[src/rtl/break_sequence_control.sv]
// Six-cycle break/interrupt/reset entry sequencer: dummy read, three stack
// pushes, two vector-byte fetches, then a one-cycle load strobe to the
// register section.
module break_sequence_control (
    input  logic        clk_1,
    input  logic        res_p,
    input  logic        rdy,
    input  logic        fetch_t0,
    input  logic        brk_op,
    input  logic        aic_n,
    input  logic        res_g,
    input  logic        nmi_sel,
    input  logic [15:0] pc_in,
    input  logic [7:0]  sp_in,
    input  logic [7:0]  p_in,
    input  logic [7:0]  data_in,
    output logic [15:0] addr,
    output logic        rw,
    output logic [7:0]  data_out,
    output logic        busy,
    output logic        vec_lo,
    output logic [15:0] pc_out,
    output logic        pc_load,
    output logic [7:0]  sp_out,
    output logic        sp_load,
    output logic        set_i
);

    typedef enum logic [2:0] {
        S_IDLE, S_T1, S_T2, S_T3, S_T4, S_T5, S_T6
    } state_t;

    state_t      state_q, state_d;
    logic [15:0] pc_q, pc_d;          // PC as captured (dummy-read address)
    logic [7:0]  sp_q, sp_d;          // working stack pointer
    logic [7:0]  p_q, p_d;            // status byte already formatted for push
    logic        irq_mode_q, irq_mode_d;
    logic        rst_mode_q, rst_mode_d;
    logic [7:0]  vec_q, vec_d;        // low byte of the selected vector address
    logic [15:0] addr_hold_q, addr_hold_d;
    logic [15:0] pc_out_q, pc_out_d;
    logic [7:0]  sp_out_q, sp_out_d;
    logic        done_q, done_d;

    logic [15:0] pc_push;
    logic [7:0]  push_byte;
    logic        push_cycle;
    logic        start;
    logic        advance;

    // Bus decode from registered state only; IDLE keeps the last address.
    always_comb begin
        pc_push    = irq_mode_q ? pc_q : pc_q + 16'd1;
        addr       = addr_hold_q;
        rw         = 1'b1;
        data_out   = 8'h00;
        push_byte  = 8'h00;
        push_cycle = 1'b0;
        busy       = (state_q != S_IDLE);
        vec_lo     = (state_q == S_T5);
        case (state_q)
            S_T1: addr = pc_q;
            S_T2: begin
                addr       = {8'h01, sp_q};
                push_byte  = pc_push[15:8];
                push_cycle = 1'b1;
            end
            S_T3: begin
                addr       = {8'h01, sp_q};
                push_byte  = pc_push[7:0];
                push_cycle = 1'b1;
            end
            S_T4: begin
                addr       = {8'h01, sp_q};
                push_byte  = p_q;
                push_cycle = 1'b1;
            end
            S_T5: addr = {8'hFF, vec_q};
            S_T6: addr = {8'hFF, vec_q + 8'd1};
            default: ;
        endcase
        // During reset the pushes become reads so memory is left untouched.
        if (push_cycle && !rst_mode_q) begin
            rw       = 1'b0;
            data_out = push_byte;
        end
        start   = (state_q == S_IDLE) && fetch_t0 && rdy && (!aic_n || brk_op);
        advance = (state_q != S_IDLE) && (!rw || rdy);
    end

    // Next-state, capture and completion logic.
    always_comb begin
        state_d     = state_q;
        pc_d        = pc_q;
        sp_d        = sp_q;
        p_d         = p_q;
        irq_mode_d  = irq_mode_q;
        rst_mode_d  = rst_mode_q;
        vec_d       = vec_q;
        pc_out_d    = pc_out_q;
        sp_out_d    = sp_out_q;
        done_d      = 1'b0;
        addr_hold_d = busy ? addr : addr_hold_q;
        if (start) begin
            state_d    = S_T1;
            pc_d       = pc_in;
            sp_d       = sp_in;
            // Bit5 forced high; B set only for a software BRK (aic_n high).
            p_d        = {p_in[7:6], 1'b1, aic_n, p_in[3:0]};
            irq_mode_d = !aic_n;
            rst_mode_d = res_g;
        end else if (advance) begin
            case (state_q)
                S_T1: state_d = S_T2;
                S_T2: begin
                    sp_d    = sp_q - 8'd1;
                    state_d = S_T3;
                end
                S_T3: begin
                    sp_d    = sp_q - 8'd1;
                    state_d = S_T4;
                end
                S_T4: begin
                    sp_d    = sp_q - 8'd1;
                    state_d = S_T5;
                    // Late NMI can still hijack a BRK/IRQ entry here.
                    if (res_g)        vec_d = 8'hFC;
                    else if (nmi_sel) vec_d = 8'hFA;
                    else              vec_d = 8'hFE;
                end
                S_T5: begin
                    pc_out_d[7:0] = data_in;
                    state_d       = S_T6;
                end
                S_T6: begin
                    pc_out_d[15:8] = data_in;
                    sp_out_d       = sp_q;
                    done_d         = 1'b1;
                    state_d        = S_IDLE;
                end
                default: state_d = S_IDLE;
            endcase
        end
    end

    // State register with asynchronous abort.
    always_ff @(posedge clk_1 or posedge res_p) begin
        if (res_p) begin
            state_q     <= S_IDLE;
            pc_q        <= 16'h0000;
            sp_q        <= 8'h00;
            p_q         <= 8'h00;
            irq_mode_q  <= 1'b0;
            rst_mode_q  <= 1'b0;
            vec_q       <= 8'h00;
            addr_hold_q <= 16'h0000;
            pc_out_q    <= 16'h0000;
            sp_out_q    <= 8'h00;
            done_q      <= 1'b0;
        end else begin
            state_q     <= state_d;
            pc_q        <= pc_d;
            sp_q        <= sp_d;
            p_q         <= p_d;
            irq_mode_q  <= irq_mode_d;
            rst_mode_q  <= rst_mode_d;
            vec_q       <= vec_d;
            addr_hold_q <= addr_hold_d;
            pc_out_q    <= pc_out_d;
            sp_out_q    <= sp_out_d;
            done_q      <= done_d;
        end
    end

    assign pc_out  = pc_out_q;
    assign sp_out  = sp_out_q;
    assign pc_load = done_q;
    assign sp_load = done_q;
    assign set_i   = done_q;

endmodule

[config.mk]
export PLATFORM = sky130hd
export DESIGN_NAME = break_sequence_control
export DESIGN_NICKNAME = d
export VERILOG_FILES = /design/src/rtl/break_sequence_control.sv
export SDC_FILE = /design/constraint.sdc
export NUM_CORES = 1
export LEC_CHECK = 0
export ABC_CLOCK_PERIOD_IN_PS = 6610
export BUFFER_PORTS_ARGS = -buffer_cell sky130_fd_sc_hd__buf_2
export CAP_MARGIN = 20
export CELL_PAD_IN_SITES_DETAIL_PLACEMENT = 1
export CELL_PAD_IN_SITES_GLOBAL_PLACEMENT = 1
export CORE_MARGIN = 1.5
export CORE_UTILIZATION = 43
export DETAILED_ROUTE_END_ITERATION = 16
export PLACE_DENSITY_LB_ADDON = 0.1
export SYNTH_ARGS = -nofsm -noshare
export SYNTH_HDL_FRONTEND = slang
export SYNTH_SLANG_ARGS = --single-unit
[constraint.sdc]
create_clock -name clk_1 -period 6.61 [get_ports clk_1]
set_input_delay 0.9915 -clock clk_1 [delete_from_list [all_inputs] [get_ports clk_1]]
set_output_delay 0.9915 -clock clk_1 [all_outputs]
set_load 0.05 [all_outputs]
* Yosys cells after proc, flatten, opt, wreduce, memory -nomap -nowiden *
Cells that the tools add are included.

cells by class
  bitwise operators = 1
  add/subtract/negate cells = 3
  muxes and demuxes = 17
  reductions and logical operators = 18
  equality and inequality tests = 6

operator list
  cell                     count
  $pmux W16 S4             1
  $mux W8                  5
  $pmux W8 S3              1
  $add A16 B1 Y16 const B  1
  $mux W16                 1
  $pmux W3 S5              1
  $eq A3 B3 Y1 const B     3
  $mux W3                  3
  $reduce_and A3 Y1        3
  $add A8 B1 Y8 const B    1
  $sub A8 B1 Y8 const B    1
  $eq A3 B2 Y1 const B     2
  $logic_and A1 B1 Y1      5
  $mux W1                  5
  $reduce_bool A2 Y1       2
  $eq A3 B1 Y1 const B     1
  $logic_not A3 Y1         1
  $reduce_bool A3 Y1       1
  $reduce_or A3 Y1         1
  $logic_not A1 Y1         2
  $logic_or A1 B1 Y1       2
  $reduce_and A2 Y1        1
  $not A1 Y1               1

storage, ports and cells
  input port bits = 48
  flip-flop bits (word level) = 86
  output and inout port bits = 54

* Logic depth before layout (Yosys ltp) *
  word-level depth = 8
  gate-level depth with buffers = 8
  gate-level depth less buffers = 5

* Worst setup path after synthesis *
No wires, ideal clock.

  kind = reg-to-output
  from = reg state_q[2]
  to = out data_out[7]
  setup slack = 3.252 ns
  stages on the path, launching flop included = 6
  arrival = 2.367 ns
  path through = dfrtp_1 -> or3b_1 -> buf_2 -> a21o_1 -> clkbuf_1 -> o211ai_1

on the way
  word-level cells in the longest chain between the ends = 5

RTL lines
  item                                          line  RTL
  start, declared                               33    state_t state_q, state_d;
  start signal, assigned                        161   state_q <= state_d;
  $eq A3 B3 Y1 or $eq A3 B2 Y1 (tied branches)  61    case (state_q)
  $reduce_or A3 Y1 (no line)                    --
  $mux W1                                       61
  $logic_and A1 B1 Y1                           83    if (push_cycle && !rst_mode_q) begin
  $mux W8 *                                     83
  end, declared                                 19    output logic [7:0] data_out,

Mark *: on every way between the ends. The rest lies on a longest branch, timed or not.

* Worst setup path after layout *
  from = reg state_q[0]
  to = out addr[0]

on the way
  word-level cells in the longest chain between the ends = 3

RTL lines
  item                                          line  RTL
  $eq A3 B3 Y1 or $eq A3 B2 Y1 (tied branches)  61
  $reduce_or A3 Y1 (no line)                    --
  $pmux W16 S4 *                                61
  end, declared                                 17    output logic [15:0] addr,

Marked as above.

==> results by group <==
Global route
  – Global route total overflow: 0
  – Number of global-route vias before repair: 4025
  – Initial antenna violation count: 0
  – Pin count of the biggest net entering global routing: 82
  – Total Routing Usage GR: 24.5%
  – First-pass GRT wire length: 19900 um

Clock tree
  – Clock Root Buffer: sky130_fd_sc_hd__clkbuf_8
  – Clk_lat worst skew: 0.36 ns
  – Post-CTS Setup Repair Bufs: 0
  – CTS H-tree lvls: 3
  – Clk pin slew, worst setup/hold paths: 0.09 ns
  – Buffers from clock root to sink, at most: 2
  – TritonCTS clock tree: done
  – Number of buffers created by CTS: 9
  – Post-cts repair resize count: 0
  – CTS hold repair buffers: 0
  – CTS sink cnt: 81

Detailed routing
  – Drt drc: 0
  – DR iter-0 viols: 155
  – Average wire per cell in the routed design: 17.5 um
  – Uppermost metal layer occupied by signal nets: met4
  – Via density: 5.63
  – Antenna-violating nets left: 0
  – Wl on met1: 5410 um
  – Met2 wire length: 6120 um
  – Number of detailed-routing iterations run before antenna repair: 4
  – Vias after detailed routing: 3972
  – WL met3: 610 um
  – Routed wire length: 12400 um

Die
  – Row count: 36
  – Overall die area: 10700 sq um
  – Height of the die: 103 um
  – Die X-Extent: 103 um
  – I/O pin cnt: 102
  – Core outline area: 9770 sq um
  – Starting density of the core: 44.4%

Final layout
  – Post-route cell area: 5120 sq um
  – Share of layout cells above drive strength 1: 25.3%
  – Final antenna diode count: 0
  – Final Util: 52.4%
  – Final cell count without fillers: 706
  – Synth-to-layout area growth: 17.9%
  – # nets final: 619

Place
  – Number of buffers inserted by port buffering: 99
  – Placement Cell Area: 4890 sq um
  – Total instance count after detailed placement: 689
  – HPWL after DPL: 8740 um
  – Routability cong.: 0.871
  – Setup WS pre-CTS: 2.90 ns

Timing
  – Final period demand of the worst path: 4.16 ns
  – Number of slew-limit violations in the final report: 0
  – Hold violation count in the final report: 0
  – Final sum of negative setup slack: 0 ns
  – Achievable clock frequency: 240 MHz
  – Worst path setup slack after routing: 2.45 ns
  – Final clock period utilization by the worst path: 63.0%
  – RSZ-0062 raised after global routing: no
  – Transition time of the tightest slew-check pin: 0.969 ns
  – Worst slew margin: 35.4%
  – Final setup violation count: 0
  – Setup clock skew after layout: 0.00603 ns
  – Worst Hold Slack: 0.471 ns

Synth
  – Post-synth ARST share: 100%
  – Post-synthesis cell type count: 53
  – EDFF count, synth: 0
  – Post-synth design cell area: 4340 sq um
  – Most used standard cell by instance count after synthesis: sky130_fd_sc_hd__nand2_1
  – Top flip-flop cell by instance count after synthesis: sky130_fd_sc_hd__dfrtp_1
  – Most area-consuming cells after synthesis: sky130_fd_sc_hd__dfrtp_1 47%, sky130_fd_sc_hd__nand2_1 8.7%, sky130_fd_sc_hd__mux2_2 3.9%
  – Nets in the synthesized netlist: 541
  – Leading post-synthesis cells by instance count: 101 x sky130_fd_sc_hd__nand2_1, 81 x sky130_fd_sc_hd__dfrtp_1, 33 x sky130_fd_sc_hd__a21oi_1
  – Avg Inst Size Synth: 8.86 sq um
  – Total of flip-flops plus latches after synthesis: 81
  – Synth area leader: sky130_fd_sc_hd__dfrtp_1
  – Register area share after synthesis: 46.7%
  – Number of warnings issued by yosys: 0
  – Cell count after synthesis: 490
  – Top-area cell type share of the netlist area: 46.7%

Worst setup path
  – Crit end category: primary output
  – Arrival time reported for the critical path endpoint: 3.17 ns
  – Max FO, Critical Path: 33
  – Type of origin of the critical path: register
  – Depth of the worst register-to-register path: 5
  – Worst Path Class, Setup: register to primary output
  – Critical Path RT: 5.62 ns

Outcome
  – Result of the run: completed

Power
  – Static leakage power: 2.41 nW
  – Peak supply drop: 0.413 mV
  – Power density over cell area: 504 nW/um^2
  – Final Total Pwr: 2.58 mW

Flow run
  – Max-cap check violation count: 0

Worst hold path
  – Depth of the worst hold-timing path: 2
  – Class of the tightest hold or removal check: register to register
==> routing by layer <==
metal,GRT usage [%],vias to the layer above
met3,3.63,22
met1,31.1,1947
met2,42.0,110
met5,0,-
li1,-,1893
met4,9.98,0
==> registers in the layout (all words and copies together), names as in the netlist <==
| signal | flops |
|---|---|
| pc_out | 16 |
| sp_out | 8 |
| sp_q | 8 |
| addr_hold_q | 16 |
| state_q | 3 |
| p_q | 8 |
| rst_mode_q | 1 |
| vec_q | 3 |
| pc_q | 16 |
| irq_mode_q | 1 |
| pc_load | 1 |
==> cell usage in the layout, fill, tap and decap left out, types with 4 or more instances in the layout <==
master / n
sky130_fd_sc_hd__inv_1: 11
sky130_fd_sc_hd__or4_1: 4
sky130_fd_sc_hd__nor4_1: 9
sky130_fd_sc_hd__mux2_2: 15
sky130_fd_sc_hd__a22oi_1: 6
sky130_fd_sc_hd__dfrtp_1: 81
sky130_fd_sc_hd__or2_2: 4
sky130_fd_sc_hd__nand2_1: 101
sky130_fd_sc_hd__o21ai_0: 22
sky130_fd_sc_hd__o21a_1: 8
sky130_fd_sc_hd__clkbuf_8: 9
sky130_fd_sc_hd__nor2_1: 29
sky130_fd_sc_hd__o22ai_1: 26
sky130_fd_sc_hd__nand4_1: 4
sky130_fd_sc_hd__nand3_1: 6
sky130_fd_sc_hd__o221ai_1: 9
sky130_fd_sc_hd__a31oi_1: 5
sky130_fd_sc_hd__xnor2_1: 11
sky130_fd_sc_hd__mux2i_1: 5
sky130_fd_sc_hd__nand2b_1: 7
sky130_fd_sc_hd__a21oi_1: 33
sky130_fd_sc_hd__buf_2: 99
sky130_fd_sc_hd__buf_4: 6
sky130_fd_sc_hd__o211ai_1: 5
==> critical path, stage by stage (launching register included) <==
cell and delay (ns):
sky130_fd_sc_hd__dfrtp_1 0.99, sky130_fd_sc_hd__or2_0 0.82, sky130_fd_sc_hd__a2bb2oi_1 0.24, sky130_fd_sc_hd__o21ai_0 0.13, sky130_fd_sc_hd__a31oi_1 0.29, sky130_fd_sc_hd__buf_2 0.33
==> area by class of cell <==
class,count,area (sq um)
Clock buffer,9,124
Clock inverter,7,80.1
Fill cell,1223,4660
Inverter,13,50.0
Multi-Input combinational cell,357,2100
Sequential cell,81,2030
Tap cell,133,166
Timing Repair Buffer,106,568
==> final timing paths <==
check	from	endpoint	slack [ns]
setup / recovery	state_q[0]	addr[0]	2.45
hold / removal	pc_out[9]	pc_out[9]	0.47
setup reg to reg	state_q[0]	pc_out[14]	3.67
hold reg to reg	pc_out[9]	pc_out[9]	0.47
max in group asynchronous	res_p	sp_q[3]	5.43
min in group asynchronous	res_p	pc_q[11]	0.59
==> cells by family (layout without fill, tap and decap cells) <==
group	count (synthesis)	after routing	synth area share, %
simple gates	190	190	20.7
compound gates	132	132	19.4
flops	81	81	46.7
buf+inv	52	135	4.87
mux	20	20	5.04
xor+xnor	12	12	2.42
fa+ha+maj	3	3	0.865
==> report_power, final <==
| group | internal, mW | switching [mW] |
|---|---|---|
| clock network | 0.178 | 0.198 |
| registers | 0.679 | 0.249 |
| logic | 0.385 | 0.892 |
| total | 1.24 | 1.34 |
No activity file was read; power rests on OpenSTA's default activity.
